**config.mk**
```make
export PLATFORM = sky130hd
export DESIGN_NAME = turbosound_bus
export DESIGN_NICKNAME = d
export VERILOG_FILES = /design/src/rtl/turbosound_bus.sv
export SDC_FILE = /design/constraint.sdc
export NUM_CORES = 1
export LEC_CHECK = 0
export ABC_AREA = 1
export CAP_MARGIN = 0
export CORE_MARGIN = 1.5
export CORE_UTILIZATION = 58
export CTS_BUF_LIST = sky130_fd_sc_hd__clkbuf_4
export DETAILED_ROUTE_END_ITERATION = 6
export GPL_TIMING_DRIVEN = 0
export PLACE_DENSITY = 0.82
export SLEW_MARGIN = 20
export SYNTH_ARGS = -nofsm -noshare
export SYNTH_HDL_FRONTEND = slang
export SYNTH_SLANG_ARGS = --single-unit
```
**constraint.sdc**
```tcl
create_clock -name CLK -period 3 [get_ports CLK]
set_clock_uncertainty 0.1 [all_clocks]
set_input_delay 0.45 -clock CLK [delete_from_list [all_inputs] [get_ports CLK]]
set_output_delay 0.45 -clock CLK [all_outputs]
set_load 0.02 [all_outputs]
```
**src/rtl/turbosound_bus.sv**
```systemverilog
// rtl/turbosound_bus.sv - host bus decoder and write queue for up to four PSG/FM chips
// Host writes are synchronized, decoded into chip register/data writes, queued, and drained one per CE.
module turbosound_bus #(
  parameter int NCHIPS     = 2,
  parameter int FIFO_DEPTH = 8
) (
  input  logic                  CLK,
  input  logic                  RESET_N,
  input  logic                  CE,
  input  logic                  BDIR,
  input  logic                  BC,
  input  logic [7:0]            DI,
  output logic [7:0]            DO,
  input  logic [8*NCHIPS-1:0]   DI_RD,
  output logic                  RD_A0,
  output logic                  WR_STB,
  output logic [NCHIPS-1:0]     WR_CS,
  output logic                  WR_A0,
  output logic [7:0]            WR_D,
  output logic [NCHIPS-1:0]     FM_ENA,
  output logic [1:0]            CUR_CHIP,
  output logic                  BUSY,
  output logic                  OVF
);

  localparam int AW = (FIFO_DEPTH > 1) ? $clog2(FIFO_DEPTH) : 1;
  localparam int CW = AW + 1;

  logic       bdir_s1, bdir_s2, bdir_q;
  logic       bc_s1, bc_s2;
  logic [7:0] di_s1, di_s2;

  logic [1:0]        chip;
  logic              bank;
  logic              stat_sel;
  logic [NCHIPS-1:0] fm_ena;
  logic              acc;
  logic              ovf;

  logic [10:0]   mem [FIFO_DEPTH];
  logic [AW-1:0] wptr, rptr;
  logic [CW-1:0] count;

  logic        fire, is_sel, is_bank, sel_ok, fm_cur, reg_acc;
  logic        push, pop, full, do_write;
  logic [1:0]  sel_chip;
  logic [10:0] head;
  logic [NCHIPS-1:0] cs_next;

  // Synchronizer and edge detector run regardless of reset so BDIR held high
  // across reset release is already "seen" and does not fire.
  always_ff @(posedge CLK) begin
    bdir_s1 <= BDIR;
    bdir_s2 <= bdir_s1;
    bdir_q  <= bdir_s2;
    bc_s1   <= BC;
    bc_s2   <= bc_s1;
    di_s1   <= DI;
    di_s2   <= di_s1;
  end

  always_comb begin
    fire     = bdir_s2 & ~bdir_q;
    is_sel   = bc_s2 && (di_s2[7:3] == 5'b11111);
    is_bank  = bc_s2 && (di_s2[7:2] == 6'b111100);
    sel_chip = {bank, ~di_s2[0]};
    sel_ok   = (32'(sel_chip) < NCHIPS);
    fm_cur   = 1'b0;
    for (int i = 0; i < NCHIPS; i++) begin
      if (chip == 2'(i)) fm_cur = fm_ena[i];
    end
    reg_acc  = (di_s2[7:4] == 4'd0) | fm_cur;
    push     = fire && ((bc_s2 && !is_sel && !is_bank && reg_acc) || (!bc_s2 && acc));
    pop      = CE && (count != '0);
    full     = (count == CW'(FIFO_DEPTH));
    do_write = push && (!full || pop);
    head     = mem[rptr];
    cs_next  = '0;
    for (int i = 0; i < NCHIPS; i++) begin
      if (head[10:9] == 2'(i)) cs_next[i] = 1'b1;
    end
  end

  always_ff @(posedge CLK) begin
    if (do_write) mem[wptr] <= {chip, ~bc_s2, di_s2};
  end

  always_ff @(posedge CLK) begin
    if (!RESET_N) begin
      chip     <= 2'd0;
      bank     <= 1'b0;
      stat_sel <= 1'b1;
      fm_ena   <= '0;
      acc      <= 1'b0;
      ovf      <= 1'b0;
      wptr     <= '0;
      rptr     <= '0;
      count    <= '0;
      WR_STB   <= 1'b0;
      WR_CS    <= '0;
      WR_A0    <= 1'b0;
      WR_D     <= 8'd0;
    end else begin
      if (fire) begin
        if (is_sel) begin
          if (sel_ok) begin
            chip     <= sel_chip;
            stat_sel <= di_s2[1];
            for (int i = 0; i < NCHIPS; i++) begin
              if (sel_chip == 2'(i)) fm_ena[i] <= ~di_s2[2];
            end
            acc <= 1'b0;
          end
        end else if (is_bank) begin
          if (NCHIPS > 2) bank <= di_s2[0];
          acc <= 1'b0;
        end else if (bc_s2) begin
          acc <= reg_acc;
        end
      end

      if (do_write) wptr <= wptr + AW'(1);
      if (push && full && !pop) ovf <= 1'b1;

      if (pop) begin
        rptr   <= rptr + AW'(1);
        WR_STB <= 1'b1;
        WR_CS  <= cs_next;
        WR_A0  <= head[8];
        WR_D   <= head[7:0];
      end else begin
        WR_STB <= 1'b0;
      end

      case ({do_write, pop})
        2'b10:   count <= count + CW'(1);
        2'b01:   count <= count - CW'(1);
        default: count <= count;
      endcase
    end
  end

  always_comb begin
    DO = 8'd0;
    for (int i = 0; i < NCHIPS; i++) begin
      if (chip == 2'(i)) DO = DI_RD[8*i +: 8];
    end
  end

  assign RD_A0    = stat_sel;
  assign FM_ENA   = fm_ena;
  assign CUR_CHIP = chip;
  assign BUSY     = (count != '0);
  assign OVF      = ovf;

endmodule

```
After elaboration in Yosys (flattened, before gate mapping):

Memories as Yosys holds them, arrays and structs flattened. A register that Yosys moved wholly into a read port is not among the register bits.
Cells that the tools add are included.

* add/subtract/negate cells: 4
* order comparisons: 1
* equal/unequal tests: 7
* multiplexer cells: 16
* bitwise gates (word level): 6
* reductions and logical operators: 29

Operator list (count)
* 8-bit 2-to-1 mux: 2
* 1-bit logical AND: 11
* 1-bit 2-to-1 mux: 11
* 4-bit case mux with 2 select lines: 1
* 4-bit AND reduction: 2
* 3-bit by 1-bit adder with 3-bit output, second input constant: 2
* 6-bit equality test, second input constant: 1
* 2-bit zero test: 3
* 3-bit 2-to-1 mux: 2
* 3-bit AND reduction: 2
* 5-bit equality test, second input constant: 1
* 1-bit zero test: 5
* 4-bit by 1-bit adder with 4-bit output, second input constant: 1
* 2-bit by 1-bit equality test with 1-bit output, second input constant: 2
* 4-bit equality test, second input constant: 1
* 4-bit zero test: 1
* 1-bit inverter: 4
* 4-bit nonzero test: 1
* 4-bit by 1-bit subtractor with 4-bit output, second input constant: 1
* 3-bit nonzero test: 1
* 2-bit equality test, second input constant: 1
* 1-bit logical OR: 2
* 1-bit by 2-bit less-than comparator with 1-bit output, second input constant: 1
* 2-bit by 1-bit inequality test with 1-bit output, second input constant: 1
* other kinds (3): 3

* flip-flop bits (word level): 49
* RAM bits: 80
* bits of input ports: 29
* output and inout port bits: 27
* word-level logic and storage cells: 84
* memories kept: 1

Memories
* mem: words 8, bits a word 10, read ports 1, clocked after memory_dff 1, write ports 1, line 40 `logic [10:0] mem [FIFO_DEPTH];`

Logic depth before layout (Yosys ltp):

Gate-level depths: netlist of the first run.

* depth in word-level cells: 11
* depth in mapped cells: 17
* gate-level depth less buffers: 16

Worst setup path before layout of the first run:

OpenSTA, ideal clock, no wires.

* path type: reg-to-reg
* start: register chip[0] (netlist: CUR_CHIP[0])
* end: memory mem[4][0] in the netlist's numbering, enable pin
* setup time: 0.390 ns
* arrival: 2.091 ns
* data required time: 2.510 ns
* slack: 0.419 ns
* stages on the path, launching flop included: 11
* path buffers: 2
* period minus slack after synthesis: 2.581 ns
* cell sequence: dfxtp_1 -> buf_6 -> inv_6 -> nand2_4 -> nand2_2 -> nand2_2 -> nand2_2 -> o21ai_4 -> nand2_4 -> buf_6 -> nor3_1

* word-level cells in the longest chain between the ends: 10

Ends and longest elaborated chain
* start, declared: line 33 `logic [1:0] chip;`
* start signal, assigned: line 107 `chip <= sel_chip;`
* 2-bit zero test: line 70 `if (chip == 2'(i)) fm_cur = fm_ena[i];`
* 1-bit 2-to-1 mux: line 70
* 1-bit 2-to-1 mux *: line 70
* 1-bit OR *: line 72 `reg_acc = (di_s2[7:4] == 4'd0) | fm_cur;`
* 1-bit logical AND *: line 73 `push = fire && ((bc_s2 && !is_sel && !is_bank && reg_acc) || (!bc_s2 && acc));`
* 1-bit logical OR *: line 73
* 1-bit logical AND *: line 73
* 1-bit logical AND *: line 76 `do_write = push && (!full || pop);`
* 1-bit 2-to-1 mux *: line 85 `if (do_write) mem[wptr] <= {chip, ~bc_s2, di_s2};`
* 1-bit 2-to-1 mux (implied by the code) *: line 85
* end, declared: line 40

Every way passes the cells marked *; elsewhere a longest branch is shown, timed or not.

Worst setup path in the final report of the first run:

* start: register chip[0] (netlist: CUR_CHIP[0])
* end: memory mem[2][8] in the netlist's numbering, enable pin

Same word-level chain as after synthesis.

==> results of run 1 <==
-- metal layers --
| metal | global-route usage | vias to the layer above | part of all wire |
|---|---|---|---|
| met4 | 0.1422 | 0 | 0.023 |
| met3 | 0.06714 | 28 | 0.086 |
| met1 | 0.3146 | 1650 | 0.39 |
| li1 | - | 1728 | - |
| met5 | 0 | - | 0 |
| met2 | 0.3826 | 198 | 0.50 |
-- worst max-delay path, delay by kind of cell (launching register included) --
family	cells	cell delay (ns)
flops	1	0.55
compound gates	1	0.18
buf+inv	3	0.43
simple gates	6	1.00
-- cell usage after synthesis, types with 2 or more instances --
master / n / share of area
nand2_1: 56 / 0.042
buf_2: 7 / 0.0070
edfxtp_1: 80 / 0.48
nand3_1: 2 / 0.0020
nand2_4: 3 / 0.0067
o211ai_1: 19 / 0.028
inv_1: 24 / 0.018
buf_6: 2 / 0.0045
buf_4: 2 / 0.0030
o21ai_1: 8 / 0.0080
ha_1: 4 / 0.010
a21oi_1: 20 / 0.020
nor3_1: 9 / 0.0090
clkbuf_1: 9 / 0.0067
nand3_2: 2 / 0.0040
nand4_1: 2 / 0.0025
inv_2: 3 / 0.0022
nand2_2: 5 / 0.0062
o21ai_0: 54 / 0.054
nor2_1: 79 / 0.059
dfxtp_1: 52 / 0.21
-- layout by cell type, fill, tap and decap left out, drive strengths merged, types with 19 or more instances in the layout --
| cell | instances |
|---|---|
| clkbuf | 27 |
| o21ai | 63 |
| dfxtp | 52 |
| o211ai | 19 |
| inv | 30 |
| a21oi | 20 |
| edfxtp | 80 |
| nand2 | 64 |
| nor2 | 80 |
| clkdlybuf4s50 | 54 |
-- sequential cells by signal, summed over array words and instances, names as in the netlist, 2 cells and up, named ones only --
| register | flops |
|---|---|
| di_s2 | 8 |
| wptr | 3 |
| count | 4 |
| rptr | 3 |
| WR_D | 8 |
| mem | 80 |
| di_s1 | 8 |
| WR_CS | 2 |
| FM_ENA | 2 |
-- power breakdown --
group | total [W] | leakage, nW | internal [W] | switching [W]
clock | 0.00123 | 0.159 | 0.000582 | 0.000646
combinational | 0.00125 | 0.913 | 0.000467 | 0.000783
sequential | 0.00213 | 1.15 | 0.00203 | 0.0000933
total | 0.00460 | 2.22 | 0.00308 | 0.00152
-- logic make-up after synthesis --
family / synth area share
AND/OR/NAND/NOR: 0.1373
XOR/XNOR: 0.001742
buffers and inverters: 0.04379
adder cells (fa/ha/maj): 0.01393
other: 0.0007457
flip-flops: 0.6847
AO/OA/AOI/OAI: 0.1177
-- layout make-up --
class	instances	area, um2	area share
flip-flops and latches	132	3443	0.5670
multi-input cells	273	1405	0.2314
repair buffers	59	578.1	0.09518
clock inverters	14	160.2	0.02637
clock buffers	18	135.1	0.02225
well taps	105	131.4	0.02163
inverters	29	113.9	0.01875
plain buffers	20	106.4	0.01751
-- stage by stage --
stage | hold WS [ns] | cell area (um2) | setup TNS [ns] | util | power [W]
after floorplan | 0.2096 | 5029 | 0 | - | 0.002946
after global placement | 0.2100 | 5700 | -5.320 | 0.6869 | 0.003344
after detailed placement | 0.2121 | 5778 | 0 | 0.6962 | 0.003392
after CTS | 0.2215 | 6073 | 0 | 0.7318 | 0.004587
after global routing | 0.1989 | 6073 | 0 | 0.7318 | 0.004820
final | 0.2370 | 6073 | 0 | 0.7318 | 0.004603
-- worst paths after layout --
path	from	endpoint	slack [ns]
max	CUR_CHIP[0]	mem[2][8]	0.34
min	bc_s1	bc_s2	0.24
max reg2reg	CUR_CHIP[0]	mem[2][8]	0.34
min reg2reg	bc_s1	bc_s2	0.24
==> impl_metrics.py, run 1 <==
metrics = {
    "status": {
        "status": "finished clean",
    },
    "cts": {
        "worstSkewPairLatency_ns": 0.53,
        "cts_resized": 0,
        "cts.clk_slew.worst_paths_ns": 0.11,
        "numCtsBuffers": 17,
        "clk_path_buf_depth": 2,
        "cts_htree_levels": 4,
        "ctsRootBufferMaster": "clkbuf_4",
        "cts_setup_buffers": 0,
        "cts.sinks": 132,
        "cts-hold-fix-buffers": 0,
        "cts_tree": "built",
    },
    "timing": {
        "slew_headroom": 0.4026,
        "post-route-min-period_ns": 2.663,
        "rsz0062_at_grt": "false",
        "setup_viol": 0,
        "hold_viol_final": 0,
        "finalCritPeriodShare": 0.8875,
        "max_freq_mhz": 375.6,
        "drv_slew": 0,
        "max_slew.worst_pin.slew_ns": 0.8912,
        "fin_ws_ns": 0.3374,
    },
    "synthesis": {
        "synthesis.area_um2": 5029,
        "seq_area_frac_synth": 0.6847,
        "synth-edff-count": 80,
        "synth_top_flop_cell": "edfxtp_1",
        "syn_area_per_cell_um2": 11.08,
        "synth-seq-cells": 132,
        "yosys_warnings": 0,
        "syn_inst": 454,
        "async_flop_share": 0,
        "syn_nets": 488,
        "synth_cell_types": 33,
    },
    "finish": {
        "nets": 566,
        "area_delta_synth_final_pct": 20.78,
        "drive_gt1_frac": 0.1303,
        "nFillCells": 548,
        "fin_cells": 650,
        "antenna_cells": 0,
    },
    "placement": {
        "pre_cts_slack_ns": 0.3758,
        "dp.cells": 618,
        "place_congestion": 0.8182,
        "dp_hpwl_um": 7140,
        "port_buffers": 54,
    },
    "routing": {
        "ant_nets": 0,
        "dr.pass1.iters": 6,
        "drtIter0Drc": 354,
        "vias_per_cell": 5.545,
        "dr_total_vias": 3604,
        "avgRoutedWirePerCell_um": 16.47,
        "drc": 0,
        "drt_wl_total_um": 10710,
    },
    "grt": {
        "grt_usage": 0.2475,
        "first_global_vias": 3219,
        "antenna_found_initial": 0,
        "grt_max_degree": 17,
        "grt_overflow": 0,
        "grt_pass1_wl_um": 16000,
    },
    "critical_path": {
        "startpoint_type": "flip-flop",
        "criticalPathCategory": "flip-flop to flip-flop",
        "end_kind": "flip-flop",
        "arrival_ns": 2.72,
        "r2r_cells": 10,
        "crit_path_max_fanout": 10,
        "slowest_delay_ns": 0.68,
        "slowest_stage": "nor3_2",
        "crit_top_cell": "nand2_2",
        "required_ns": 3.06,
        "path_cells": "buf_6, inv_6, nand2_4, nand2_2, nand2_2, nand2_2, o21ai_4, nand2_4, buf_6, nor3_2",
    },
    "floorplanning": {
        "die_w_um": 96.11,
        "rows": 33,
        "die_h_um": 96.11,
        "ios": 56,
        "core_um2": 8299,
        "die_area_um2": 9237,
        "start_util": 0.6059,
    },
    "job": {
        "cap_violations": 0,
    },
    "pwr": {
        "cellPowerDensity_nw_per_um2": 757.9,
        "p_leak_nw": 2.223,
        "ir_drop_v": 0.0003357,
    },
    "hold_path": {
        "hold-path-cell-count": 0,
        "hold_class": "flip-flop to flip-flop",
    },
}
Note: power is estimated with default switching activity, not from simulation.
==> run 2: changes to the inputs <==
--- a/config.mk
+++ b/config.mk
@@ -12,7 +12,7 @@
 export CTS_BUF_LIST = sky130_fd_sc_hd__clkbuf_4
 export DETAILED_ROUTE_END_ITERATION = 6
 export GPL_TIMING_DRIVEN = 0
-export PLACE_DENSITY = 0.82
+export PLACE_DENSITY = 0.87
 export SLEW_MARGIN = 20
 export SYNTH_ARGS = -nofsm -noshare
 export SYNTH_HDL_FRONTEND = slang
==> run 2 against run 1 <==
Against the previous run: die area unchanged; count of clock-buffer cells in the layout shrank 1; via count increased by 2.2%; hold slack got worse by 0.00097 ns; non-clock buffer count fell by 1; highest routed layer unchanged; sequential power barely moved; maximum frequency decreased by 0.93%; final area about the same; register-to-register slack worse by 0.03 ns; clock power about the same; total power about the same; critical path depth unchanged.
==> impl_metrics.py, run 2 (synthesized netlist as in run 1, its figures left out) <==
metrics = {
    "status": {
        "status": "finished clean",
    },
    "floorplanning": {
        "rows": 33,
        "start_util": 0.6059,
        "ios": 56,
        "die_w_um": 96.11,
        "die_h_um": 96.11,
        "die_area_um2": 9237,
        "core_um2": 8299,
    },
    "hold_path": {
        "hold_class": "input pin to flip-flop",
    },
    "timing": {
        "post-route-min-period_ns": 2.688,
        "max_slew.worst_pin.slew_ns": 0.9068,
        "rsz0062_at_grt": "false",
        "max_freq_mhz": 372.1,
        "drv_slew": 0,
        "worst_hold_slack_ns": 0.2361,
        "setup_viol": 0,
        "hold_viol_final": 0,
        "slew_headroom": 0.3922,
        "finalCritPeriodShare": 0.8959,
    },
    "critical_path": {
        "startpoint_type": "flip-flop",
        "criticalPathCategory": "flip-flop to flip-flop",
        "end_kind": "flip-flop",
        "required_ns": 3.07,
        "slowest_stage": "nor3_2",
        "r2r_setup_slack_ns": 0.31,
        "critPathTopFamily": "simple AND/OR/NAND/NOR gates",
        "crit_path_max_fanout": 10,
        "arrival_ns": 2.76,
        "crit_start": "CUR_CHIP[0]",
        "path_buf_inv": 3,
        "path_cells": "buf_6, inv_6, nand2_4, nand2_2, nand2_2, nand2_2, o21ai_4, nand2_4, buf_6, nor3_2",
        "r2r-end": "mem[2][7]",
        "timing.critical_path.depth": 10,
        "r2r-start": "CUR_CHIP[0]",
        "crit_top_cell": "nand2_2",
        "r2r_cells": 10,
        "slowest_delay_ns": 0.69,
        "critPathCapture": "mem[2][7]",
    },
    "pwr": {
        "cellPowerDensity_nw_per_um2": 758.5,
        "ir_drop_v": 0.0004096,
        "p_leak_nw": 2.220,
        "p_total_w": 0.004604,
    },
    "routing": {
        "dr_total_vias": 3684,
        "vias_per_cell": 5.676,
        "avgRoutedWirePerCell_um": 17.26,
        "ant_nets": 0,
        "drtIter0Drc": 447,
        "drt_wl_total_um": 11200,
        "drc": 0,
        "dr.pass1.iters": 6,
    },
    "placement": {
        "place_congestion": 0.8372,
        "dp_hpwl_um": 7331,
        "port_buffers": 54,
        "place_area_um2": 5771,
        "dp.cells": 617,
    },
    "cts": {
        "cts_htree_levels": 4,
        "cts_resized": 0,
        "cts_tree": "built",
        "ctsRootBufferMaster": "clkbuf_4",
        "numCtsBuffers": 17,
        "clk_path_buf_depth": 2,
        "cts_setup_buffers": 0,
        "cts.clk_slew.worst_paths_ns": 0.12,
        "cts-hold-fix-buffers": 0,
        "cts.sinks": 132,
        "worstSkewPairLatency_ns": 0.54,
    },
    "finish": {
        "final_area_um2": 6070,
        "top_register": "mem",
        "final_common_cell": "edfxtp_1",
        "drive_gt1_frac": 0.1342,
        "nets": 565,
        "largest_reg_flops": 80,
        "area_delta_synth_final_pct": 20.70,
        "final_cell_mix": "edfxtp_1, nor2_1, nand2_1, o21ai_0, clkdlybuf4s50_1",
        "final_util": 0.7313,
        "antenna_cells": 0,
        "fin_cells": 649,
    },
    "grt": {
        "grt_overflow": 0,
        "first_global_vias": 3404,
        "grt_usage": 0.2682,
        "grt_pass1_wl_um": 17370,
        "antenna_found_initial": 0,
        "grt_max_degree": 17,
    },
    "job": {
        "cap_violations": 0,
    },
}
-- run 2: changes by cell type in the layout (fill, tap and decap cells not counted) --
cell       previous run  this run
clkinv_1              4         1
inv_8                 0         2
buf_4                 7         6
bufinv_16             3         2
clkinv_2              2         1
clkbuf_4             18        17
inv_6                 2         4
clkinv_4              3         5
-- run 2: layer usage --
metal,vias up,wire (um),GRT usage,part of all wire
li1,1725,-,-,-
met5,-,0,0,0
met1,1717,4182,0.3360,0.37
met3,27,1048,0.07583,0.094
met2,215,5740,0.4331,0.51
met4,0,233,0.1225,0.021
-- run 2: worst min-delay path by stage --
stage	startpoint	to	slack [ns]	cells after the start
2_1_floorplan	bc_s1	bc_s2	0.21	0
3_3_place_gp	di_s1[0]	di_s2[0]	0.21	0
3_5_place_dp	di_s1[0]	di_s2[0]	0.21	0
4_1_cts	DI[4]	di_s1[4]	0.22	1
5_1_grt	DI[4]	di_s1[4]	0.20	1
6_report	BDIR	bdir_s1	0.24	1
-- run 2: where the power goes --
| group | switching (W) | internal (W) | leakage [nW] |
|---|---|---|---|
| Sequential | 0.0000944 | 0.00203 | 1.15 |
| Combinational | 0.000791 | 0.000467 | 0.907 |
| Clock | 0.000703 | 0.000517 | 0.161 |
-- run 2: layout make-up --
| cell class | instances | area, um2 |
|---|---|---|
| well taps | 105 | 131.4 |
| plain buffers | 20 | 106.4 |
| inverters | 29 | 113.9 |
| repair buffers | 58 | 570.5 |
| fillers | 512 | 2230 |
| flip-flops and latches | 132 | 3443 |
| clock inverters | 15 | 171.4 |
| clock buffers | 17 | 127.6 |
| multi-input cells | 273 | 1405 |
-- run 2: stage by stage --
stage / TNS [ns] / setup WS (ns)
after detailed placement: 0 / 0.3396
final: 0 / 0.3123
after global placement: -4.041 / -0.1009
after CTS: 0 / 0.3021
after global routing: 0 / 0.1229
after floorplan: 0 / 0.4189
